$ cat src/rtl/scanline_pkg.sv
// scanline_pkg: shared types and constants for the scanline_fx stage.
//   scan_mode_t : darkening amount applied to odd lines
//   PIPE_DEPTH  : input-to-output latency in ce_pix strobes
package scanline_pkg;

  typedef enum logic [1:0] {
    SCAN_OFF,
    SCAN_25,
    SCAN_50,
    SCAN_75
  } scan_mode_t;

  localparam int PIPE_DEPTH = 2;

endpackage

$ cat src/rtl/scanline_scale.sv
// scanline_scale: combinational single-channel 8-bit darkening.
// Ports:
//   c        in   8  channel value
//   mode     in   2  darkening amount (scan_mode_t)
//   en       in   1  apply darkening; when low c passes unchanged
//   c_scaled out  8  result (never overflows, truncating shifts)
module scanline_scale
  import scanline_pkg::*;
(
  input  logic [7:0] c,
  input  scan_mode_t mode,
  input  logic       en,
  output logic [7:0] c_scaled
);

  always_comb begin
    c_scaled = c;
    if (en) begin
      case (mode)
        SCAN_25: c_scaled = c - (c >> 2);
        SCAN_50: c_scaled = c >> 1;
        SCAN_75: c_scaled = c >> 2;
        default: c_scaled = c;
      endcase
    end
  end

endmodule

$ cat src/rtl/scanline_fx.sv
// scanline_fx: CRT scanline emulation after the colour mixer. Odd lines are
// darkened by the frame-latched mode; colour and timing are re-timed through
// a two-strobe pipeline so they stay aligned.
// Ports:
//   clk_vid, reset_n                    clock, async active-low reset
//   ce_pix                              pixel strobe; all state advances only here
//   scan_mode[1:0]                      requested mode, latched on VSync rise
//   R_in/G_in/B_in[7:0]                 pixel colour
//   HSync_in/VSync_in/HBlank_in/VBlank_in  timing, active-high
//   R_out/G_out/B_out[7:0]              processed colour
//   HSync_out/VSync_out/HBlank_out/VBlank_out  timing delayed to match
//   odd_line                            current line parity
// Build option: SCANLINE_FX_BLANK_ZERO_EN forces colour to 0 during blank.
module scanline_fx
  import scanline_pkg::*;
(
  input  logic       clk_vid,
  input  logic       reset_n,
  input  logic       ce_pix,
  input  logic [1:0] scan_mode,
  input  logic [7:0] R_in,
  input  logic [7:0] G_in,
  input  logic [7:0] B_in,
  input  logic       HSync_in,
  input  logic       VSync_in,
  input  logic       HBlank_in,
  input  logic       VBlank_in,
  output logic [7:0] R_out,
  output logic [7:0] G_out,
  output logic [7:0] B_out,
  output logic       HSync_out,
  output logic       VSync_out,
  output logic       HBlank_out,
  output logic       VBlank_out,
  output logic       odd_line
);

  logic       hs_d_q, vs_d_q;
  logic       parity_q, parity_d;
  scan_mode_t mode_q, mode_d;

  // stage 1
  logic [7:0] r_s1_q, g_s1_q, b_s1_q;
  logic       hs_s1_q, vs_s1_q, hb_s1_q, vb_s1_q;
  logic       dim_s1_q, dim_d;
  scan_mode_t mode_s1_q;

  // stage 2 (outputs)
  logic [7:0] r_s2_q, g_s2_q, b_s2_q;
  logic [7:0] r_s2_d, g_s2_d, b_s2_d;
  logic       hs_s2_q, vs_s2_q, hb_s2_q, vb_s2_q;

  logic [7:0] r_scaled, g_scaled, b_scaled;
  logic       hs_rise, vs_rise;

  always_comb begin
    hs_rise  = HSync_in & ~hs_d_q;
    vs_rise  = VSync_in & ~vs_d_q;
    // VSync takes priority so a coincident HSync cannot leave parity odd.
    parity_d = parity_q;
    if (vs_rise)      parity_d = 1'b0;
    else if (hs_rise) parity_d = ~parity_q;
    mode_d   = vs_rise ? scan_mode_t'(scan_mode) : mode_q;
    // Uses pre-update parity/mode so the dimming decision belongs to this pixel.
    dim_d    = parity_q & (mode_q != SCAN_OFF);
  end

  // The mode travels with the pixel so a VSync in flight cannot re-scale it.
  scanline_scale u_scale_r (.c(r_s1_q), .mode(mode_s1_q), .en(dim_s1_q), .c_scaled(r_scaled));
  scanline_scale u_scale_g (.c(g_s1_q), .mode(mode_s1_q), .en(dim_s1_q), .c_scaled(g_scaled));
  scanline_scale u_scale_b (.c(b_s1_q), .mode(mode_s1_q), .en(dim_s1_q), .c_scaled(b_scaled));

  always_comb begin
    r_s2_d = r_scaled;
    g_s2_d = g_scaled;
    b_s2_d = b_scaled;
`ifdef SCANLINE_FX_BLANK_ZERO_EN
    if (hb_s1_q | vb_s1_q) begin
      r_s2_d = 8'd0;
      g_s2_d = 8'd0;
      b_s2_d = 8'd0;
    end
`endif
  end

  always_ff @(posedge clk_vid or negedge reset_n) begin
    if (!reset_n) begin
      hs_d_q    <= 1'b0;
      vs_d_q    <= 1'b0;
      parity_q  <= 1'b0;
      mode_q    <= SCAN_OFF;
      r_s1_q    <= 8'd0;
      g_s1_q    <= 8'd0;
      b_s1_q    <= 8'd0;
      hs_s1_q   <= 1'b0;
      vs_s1_q   <= 1'b0;
      hb_s1_q   <= 1'b0;
      vb_s1_q   <= 1'b0;
      dim_s1_q  <= 1'b0;
      mode_s1_q <= SCAN_OFF;
      r_s2_q    <= 8'd0;
      g_s2_q    <= 8'd0;
      b_s2_q    <= 8'd0;
      hs_s2_q   <= 1'b0;
      vs_s2_q   <= 1'b0;
      hb_s2_q   <= 1'b0;
      vb_s2_q   <= 1'b0;
    end else if (ce_pix) begin
      hs_d_q    <= HSync_in;
      vs_d_q    <= VSync_in;
      parity_q  <= parity_d;
      mode_q    <= mode_d;
      r_s1_q    <= R_in;
      g_s1_q    <= G_in;
      b_s1_q    <= B_in;
      hs_s1_q   <= HSync_in;
      vs_s1_q   <= VSync_in;
      hb_s1_q   <= HBlank_in;
      vb_s1_q   <= VBlank_in;
      dim_s1_q  <= dim_d;
      mode_s1_q <= mode_q;
      r_s2_q    <= r_s2_d;
      g_s2_q    <= g_s2_d;
      b_s2_q    <= b_s2_d;
      hs_s2_q   <= hs_s1_q;
      vs_s2_q   <= vs_s1_q;
      hb_s2_q   <= hb_s1_q;
      vb_s2_q   <= vb_s1_q;
    end
  end

  assign R_out      = r_s2_q;
  assign G_out      = g_s2_q;
  assign B_out      = b_s2_q;
  assign HSync_out  = hs_s2_q;
  assign VSync_out  = vs_s2_q;
  assign HBlank_out = hb_s2_q;
  assign VBlank_out = vb_s2_q;
  assign odd_line   = parity_q;

endmodule
$ cat config.mk
export PLATFORM = sky130hd
export DESIGN_NAME = scanline_fx
export DESIGN_NICKNAME = d
export VERILOG_FILES = /design/src/rtl/scanline_pkg.sv /design/src/rtl/scanline_scale.sv /design/src/rtl/scanline_fx.sv
export SDC_FILE = /design/constraint.sdc
export NUM_CORES = 1
export LEC_CHECK = 0
export BUFFER_PORTS_ARGS = -buffer_cell sky130_fd_sc_hd__clkbuf_2
export CORE_ASPECT_RATIO = 0.7
export CORE_UTILIZATION = 60
export CTS_BUF_LIST = sky130_fd_sc_hd__clkbuf_16
export CTS_CLUSTER_SIZE = 8
export DETAILED_ROUTE_END_ITERATION = 12
export GPL_TIMING_DRIVEN = 0
export MAX_ROUTING_LAYER = met4
export PLACE_DENSITY = 0.83
export SETUP_SLACK_MARGIN = 0.05
export SLEW_MARGIN = 5
export SYNTH_ARGS = -nofsm -noshare
export SYNTH_HDL_FRONTEND = slang
export SYNTH_SLANG_ARGS = --single-unit
$ cat constraint.sdc
create_clock -name clk_vid -period 4.75 [get_ports clk_vid]
set_input_delay 0.2375 -clock clk_vid [delete_from_list [all_inputs] [get_ports clk_vid]]
set_output_delay 0.2375 -clock clk_vid [all_outputs]
set_load 0.01 [all_outputs]
# Word-level counts from Yosys, hierarchy flattened
# Cells that the tools add are included.
[totals]
in_bits = 33
mem_bits_ro = 0
ram_bits = 0
output_inout_bits = 29
register_bits = 62
n_memories = 0
latchBits = 0
word_cells = 42
[op_classes]
n_mux = 8
bitwise = 6
n_reduce_logical = 4
n_addsub = 3
order_cmp = 0
eq_ne = 3
shifts = 0
div = 0
n_mul = 0
[op_table]
columns = ["op", "n"]
rows = [
  ["8-bit case mux with 3 select lines", 3],
  ["8-bit two-way mux", 3],
  ["8-bit by 6-bit subtractor with 8-bit output", 3],
  ["2-bit equality test, second input constant", 2],
  ["2-bit AND reduction", 2],
  ["2-bit nonzero test", 2],
  ["1-bit AND", 3],
  ["1-bit NOT", 3],
  ["2-bit by 1-bit equality test with 1-bit output, second input constant", 1],
  ["1-bit two-way mux", 2],
]

# Longest topological paths before layout
# Gate-level depths: netlist of the first run.
[depth]
depth_word = 4
mapped_depth = 9
mapped_depth_nobuf = 9

# By module
# A second synthesis of the first run with hierarchy kept.
[hier_totals]
cells_unflattened = 386
hier_area_um2 = 4217.8
[modules_own_cells]
columns = ["mod", "cells_each", "instances", "area_per_inst_um2"]
rows = [
  ["scanline_fx", 137, 1, 2588.7],
  ["scanline_scale", 83, 3, 543.0],
]

# Least setup slack after synthesis of the first run
# Ideal clock, no wire load.
[synth_timing]
path_kind = "flip-flop to flip-flop"
from = "register r_s1_q[0]"
to = "register r_s2_q[4], in the netlist R_out[4]"
setup_ns = 0.096
path_slack_ns = 2.807
arrival_time_ns = 1.847
path_buffers = 0
synth_period_minus_slack_ns = 1.943
stages_incl_launch_ff = 9
path_cell_list = "dfrtp_1 inv_1 ha_1 inv_1 fa_1 a211oi_2 nor2_1 o311a_1 a311oi_2"
[synth_via]
elab_chain_cells = 3
[synth_lines]
columns = ["item", "line_no", "text"]
rows = [
  ["start: declaration", "scanline_fx.sv:43", "logic [7:0] r_s1_q, g_s1_q, b_s1_q;"],
  ["start signal: assignment", "scanline_fx.sv:113", "r_s1_q <= R_in;"],
  ["8-bit by 6-bit subtractor with 8-bit output", "scanline_scale.sv:20", "SCAN_25: c_scaled = c - (c >> 2);"],
  ["8-bit case mux with 3 select lines", "scanline_scale.sv:19", "case (mode)"],
  ["8-bit two-way mux", "scanline_scale.sv:18", "if (en) begin"],
  ["end signal: assignment", "scanline_fx.sv:122", "r_s2_q <= r_s2_d;"],
  ["end: declaration", "scanline_fx.sv:49", "logic [7:0] r_s2_q, g_s2_q, b_s2_q;"],
]
# Every way passes these cells.
# A chain may end at the register's enable or synchronous reset.

# Worst setup path in the final report of the first run
[layout_timing]
from = "register g_s1_q[2]"
to = "register g_s2_q[4], in the netlist G_out[4]"
[layout_via]
elab_chain_cells = 3
[layout_lines]
columns = ["item", "line_no", "text"]
rows = [
  ["start: declaration", "scanline_fx.sv:43", ""],
  ["start signal: assignment", "scanline_fx.sv:114", "g_s1_q <= G_in;"],
  ["8-bit by 6-bit subtractor with 8-bit output", "scanline_scale.sv:20", ""],
  ["8-bit case mux with 3 select lines", "scanline_scale.sv:19", ""],
  ["8-bit two-way mux", "scanline_scale.sv:18", ""],
  ["end signal: assignment", "scanline_fx.sv:123", "g_s2_q <= g_s2_d;"],
  ["end: declaration", "scanline_fx.sv:49", ""],
]
# Every way passes these cells.

==> flow_metrics.py, run 1 <==
metrics = {
    "die": {
        "coreArea_sq_um": 5928,
        "pin_count": 62,
        "fp.dieArea_sq_um": 6703,
        "die_x_um": 97.43,
        "rows": 23,
        "start_util_pct": 64.52,
        "die_y_um": 68.80,
    },
    "global_route": {
        "top_usage_layer": "met2",
        "antenna_found_initial": 0,
        "grt_max_degree": 63,
        "met1_usage_pct": 45.17,
        "grt_pass1_wl_um": 16740,
        "grt_use_total_pct": 34.24,
        "grt_use_met3_pct": 8.165,
        "grt_overflow": 0,
        "met2_usage_pct": 52.45,
        "grt_pass1_vias": 3249,
    },
    "setup_path": {
        "rrSetupSlack_ps": 2510,
        "arrival_ps": 2470,
        "start_kind": "flop",
        "crit_fanout": 6,
        "cp.required_ps": 4980,
        "end_kind": "flop",
        "critPathKind": "flop to flop",
    },
    "timing": {
        "skew_ps": 5.665,
        "hold_viol": 0,
        "tightest_slew_ps": 873.0,
        "relSlewSlack_pct": 41.80,
        "setup_tns_ps": 0,
        "clock.fmax_mhz": 446.1,
        "drv_slew": 0,
        "fin_crit_sh_pct": 47.19,
        "fin_crit_ps": 2242,
        "rsz0062_at_grt": "no",
        "setup_viol": 0,
        "hold_ws_ps": 44.59,
    },
    "clock_tree": {
        "cts_setup_buffers": 0,
        "cts.sinks": 62,
        "cts_root_buffer": "clkbuf_16",
        "htreeDepth": 3,
        "cts-resized-gates": 0,
        "clockBufferDepth": 2,
        "clkTransAtPathRegs_ps": 60,
        "cts_hold_buf": 0,
        "cts_buffers": 9,
        "clk_latency_ps": 330,
        "cts_tree": "done",
    },
    "run": {
        "max_cap_viol_count": 0,
    },
    "routing": {
        "vias_per_cell": 6.257,
        "vias": 3479,
        "wire_per_inst_um": 19.07,
        "firstDrtPassIters": 7,
        "ant_nets": 0,
        "routed_wl_um": 10600,
        "drtIter0Drc": 308,
        "drc": 0,
    },
    "worst_hold_path": {
        "hold_path.class": "input port to async pin",
    },
    "cells_and_area": {
        "area_growth_pct": 18.09,
        "final_cells": 556,
        "drive_gt1_share_pct": 26.20,
        "nNetsFinal": 530,
        "n_antenna_cell": 0,
    },
    "pwr": {
        "p_leak_nw": 2.068,
        "peakVddDrop_mv": 0.2390,
        "power_per_cell_area_nw_per_um2": 435.0,
    },
    "outcome": {
        "status": "completed",
    },
    "yosys": {
        "netlist_instances": 404,
        "ys_ff_latch": 62,
        "yosysUniqueCellTypes": 46,
        "netlist_area_sq_um": 3825,
        "syn-mean-instance-area_sq_um": 9.468,
        "ys_async_sr_fraction_pct": 100.0,
        "synth_nets": 458,
        "synth_ff_type": "dfrtp_1",
        "yosysSeqAreaShare_pct": 40.56,
        "yosys_warnings": 0,
        "synth_edf_count": 0,
    },
    "place": {
        "hpwl_um": 7414,
        "place_inst": 540,
        "portBuffers": 61,
        "gp_congestion": 0.9313,
    },
}
## where the power goes
part	leakage [nW]	switching, mW	internal (mW)	total [mW]
clock network	0.143	0.245	0.402	0.647
logic	1.18	0.364	0.264	0.628
registers	0.741	0.0764	0.613	0.689
## through the flow
step           worst slack (ps)  power (mW)  util [%]  instance area [sq um]
3_3_place_gp               2540       1.285     71.25                   4224
5_1_grt                    2339       2.050     76.19                   4517
2_1_floorplan              2807       1.099         -                   3825
4_1_cts                    2508       1.957     76.19                   4517
6_report                   2508       1.965     76.19                   4517
3_5_place_dp               2559       1.304     71.30                   4227
## state kept, by name (all words and copies together) (netlist names), 2 cells and up
| name | count |
|---|---|
| B_out | 8 |
| G_out | 8 |
| R_out | 8 |
| b_s1_q | 8 |
| g_s1_q | 8 |
| mode_q | 2 |
| mode_s1_q | 2 |
| r_s1_q | 8 |
## synthesized netlist by cell type (all sizes together), types with 4 or more instances
| cell type | count | area (sq um) |
|---|---|---|
| o211ai | 6 | 45.04 |
| mux2i | 6 | 60.06 |
| nor2 | 24 | 90.09 |
| nor3 | 6 | 30.03 |
| xnor2 | 6 | 52.55 |
| ha | 18 | 225.2 |
| dfrtp | 62 | 1551 |
| a21oi | 15 | 75.07 |
| inv | 36 | 135.1 |
| nand2 | 34 | 132.6 |
| o31a | 4 | 35.03 |
| buf | 15 | 85.08 |
| a211oi | 11 | 97.60 |
| mux2 | 25 | 289.0 |
| o21ai | 61 | 305.3 |
| or2 | 4 | 25.02 |
| clkbuf | 6 | 22.52 |
| nor2b | 6 | 37.54 |
| o221ai | 7 | 61.31 |
| o22ai | 8 | 50.05 |
| a221o | 4 | 40.04 |
## cell type report
type | count | area (sq um)
Fill cell | 454 | 1411
Tap cell | 75 | 93.84
Clock inverter | 7 | 65.06
Timing Repair Buffer | 61 | 307.8
Multi-Input combinational cell | 285 | 2031
Sequential cell | 62 | 1551
Inverter | 36 | 135.1
Clock buffer | 9 | 225.2
Buffer | 21 | 107.6
## worst max-delay path, cell delays in order, from the launching register on
cell	delay, ps
dfrtp_1	460
ha_1	220
inv_1	60
fa_1	450
a211oi_2	280
nor2_1	80
o311a_1	350
a311oi_1	230
## path summary, 6_finish.rpt
check                           from         to  cells after the start
max                        g_s1_q[2]   G_out[4]                      7
min                          reset_n   B_out[4]                      1
max reg2reg                g_s1_q[2]   G_out[4]                      7
min reg2reg                 G_out[6]   G_out[6]                      1
max in group asynchronous    reset_n   G_out[1]                      1
min in group clk_vid         G_in[4]  g_s1_q[4]                      3
## per-layer routing
layer | part of all wire [%] | vias up
li1 | - | 1605
met1 | 44 | 1663
met2 | 44 | 189
met3 | 10 | 22
met4 | 2.5 | 0
met5 | 0 | -
## cells in the final DEF (no fill, tap or decap), drive strengths merged, types with 7 or more instances in the layout
cell,count
a21oi,15
mux2,25
ha,18
o221ai,7
nor2,24
a211oi,11
dfrtp,62
clkbuf,76
buf,15
inv,36
o22ai,8
o21ai,61
nand2,34
## logic make-up (layout without fill, tap and decap cells)
| family | after synthesis | count (layout) | synth area share, % |
|---|---|---|---|
| compound gates | 139 | 139 | 23.85 |
| simple gates | 85 | 85 | 10.60 |
| flops | 62 | 62 | 40.56 |
| buf+inv | 57 | 134 | 6.346 |
| mux | 31 | 31 | 9.127 |
| fa+ha+maj | 21 | 21 | 7.458 |
| xor+xnor | 9 | 9 | 2.061 |
(Power assumes the default switching activity.)
==> inputs of run 2 (changes only) <==
Settings changed: CORE_UTILIZATION 60 to 51, PLACE_DENSITY 0.83 to 0.75.
Clock period 4.75 ns to 2 ns, I/O delays scaled along.
==> flow_metrics.py, run 2 (synthesis results as in run 1) <==
metrics = {
    "timing": {
        "tightest_slew_ps": 871.0,
        "rsz0062_at_grt": "yes",
        "fin_crit_ps": 2014,
        "skew_ps": 4.927,
        "hold_viol": 0,
        "hold_ws_ps": 2.266,
        "setup_viol": 1,
        "fin_crit_sh_pct": 100.7,
        "drv_slew": 0,
        "fin_ws_ps": -13.80,
        "clock.fmax_mhz": 496.6,
        "relSlewSlack_pct": 41.94,
    },
    "setup_path": {
        "end_kind": "flop",
        "r2r_end": "B_out[1]",
        "critPathLaunch": "b_s1_q[2]",
        "critPathKind": "flop to flop",
        "cp.required_ps": 2190,
        "worstRegToRegCells": 7,
        "rrSetupSlack_ps": -10,
        "crit_fanout": 2,
        "worstReg2RegStart": "b_s1_q[2]",
        "cp-endpoint": "B_out[1]",
        "arrival_ps": 2210,
        "start_kind": "flop",
    },
    "routing": {
        "drc": 0,
        "wire_per_inst_um": 18.26,
        "vias": 3641,
        "vias_per_cell": 5.882,
        "drtIter0Drc": 366,
        "ant_nets": 0,
        "firstDrtPassIters": 5,
        "routed_wl_um": 11310,
    },
    "outcome": {
        "violations": "negative setup slack",
        "status": "finished with violations",
    },
    "global_route": {
        "antenna_found_initial": 0,
        "grt_use_total_pct": 31.54,
        "grt_overflow": 0,
        "grt_pass1_vias": 3501,
        "grt_pass1_wl_um": 17930,
        "grt_max_degree": 63,
    },
    "pwr": {
        "peakVddDrop_mv": 0.4956,
        "p_clk_share_pct": 31.8,
        "seqPwrFrac_pct": 33.9,
        "p_total_mw": 4.817,
        "p_leak_nw": 2.247,
        "combPwrFrac_pct": 34.3,
        "p_switching_mw": 1.671,
        "swShare_pct": 34.68,
        "power_per_cell_area_nw_per_um2": 961.0,
        "intPower_mw": 3.146,
    },
    "run": {
        "max_cap_viol_count": 0,
    },
    "clock_tree": {
        "clkTransAtPathRegs_ps": 50,
        "clockBufferDepth": 2,
        "cts.sinks": 62,
        "cts_buffers": 9,
        "htreeDepth": 3,
        "cts_tree": "done",
        "clk_latency_ps": 340,
        "cts_root_buffer": "clkbuf_16",
    },
    "cells_and_area": {
        "utilization_pct": 68.78,
        "drive_gt1_share_pct": 31.86,
        "n_antenna_cell": 0,
        "area_growth_pct": 31.04,
        "seqCellArea_sq_um": 1558,
        "final_common_cell": "clkbuf_2",
        "multi_input_area_sq_um": 2123,
        "nNetsFinal": 570,
        "final_cell_mix": "clkbuf_2, dfrtp_1, o21ai_0",
        "fin_area_sq_um": 5012,
        "fillCellCount": 583,
    },
    "die": {
        "pin_count": 62,
        "fp.dieArea_sq_um": 7856,
        "start_util_pct": 52.49,
        "die_y_um": 74.46,
        "die_x_um": 105.5,
        "rows": 26,
        "coreArea_sq_um": 7287,
    },
    "place": {
        "place_area_sq_um": 4255,
        "hpwl_um": 7416,
        "pre_cts_slack_ps": -193.1,
        "gp_congestion": 0.9264,
        "portBuffers": 61,
    },
    "worst_hold_path": {
        "hold_path.class": "input port to flop",
    },
}
==> run 2: cell count changes in the layout (fill, tap and decap cells not counted), moves of 3 or more <==
cell	previous run	this run
fa_1	3	0
ha_4	0	3
o21ai_1	8	13
inv_2	0	6
buf_4	1	15
ha_1	18	14
dfrtp_2	0	5
inv_1	36	31
fa_2	0	3
o21ai_0	53	46
dlygate4sd3_1	0	25
dfrtp_1	62	57
==> run 2: power by group through the flow <==
stage          logic [mW]  registers [mW]  clock network, mW
6_report             1.65            1.63               1.53
5_1_grt              1.81            1.66               1.62
4_1_cts              1.58            1.62               1.55
3_5_place_dp         1.45            1.64                  0
3_3_place_gp         1.42            1.64                  0
2_1_floorplan       0.952            1.66                  0
==> run 2: area by class of cell <==
cell class | count | share of cell area (%)
Timing Repair Buffer | 101 | 13.45
Multi-Input combinational cell | 285 | 42.36
Inverter | 36 | 2.696
Clock buffer | 9 | 4.493
Buffer | 21 | 2.147
Clock inverter | 7 | 1.323
Tap cell | 98 | 2.446
Sequential cell | 62 | 31.08
==> run 2: routing by layer <==
layer	global-route usage (%)	up-vias	share of wire [%]
met5	-	-	0
met4	10.49	0	2.3
met3	9.115	24	9.2
met2	46.78	180	45
met1	41.73	1751	44
li1	-	1686	-
==> run 2: critical path, stage by stage (launching register included) <==
cell	delay, ps
dfrtp_2	420
ha_4	170
inv_2	50
fa_2	420
mux2_2	260
a221o_1	290
o211ai_1	150
o21ai_1	120
==> run 2: worst min path at each step <==
stage,from,end,cells after the start
floorplan,reset_n,B_out[0],0
global placement,G_in[4],g_s1_q[4],3
detailed placement,reset_n,B_out[1],1
CTS,R_in[2],r_s1_q[2],2
global route,scan_mode[1],mode_q[1],2
finish,R_in[1],r_s1_q[1],2
==> run 2: repair_timing <==
action	4_1_cts	5_1_grt
hold buffers	24	1
pin swaps	19	14
buffers inserted	12	3
gates resized for setup	21	16
hold endpoints to repair	85	1
endpoints found under the setup margin	9	12
==> run 2: stage by stage <==
step / setup TNS, ps / std cells
finish: -13.80 / 619
CTS: -20.17 / 615
detailed placement: -948.5 / 563
floorplan: 0 / 404
global placement: -716.6 / 563
global route: -256.2 / 619
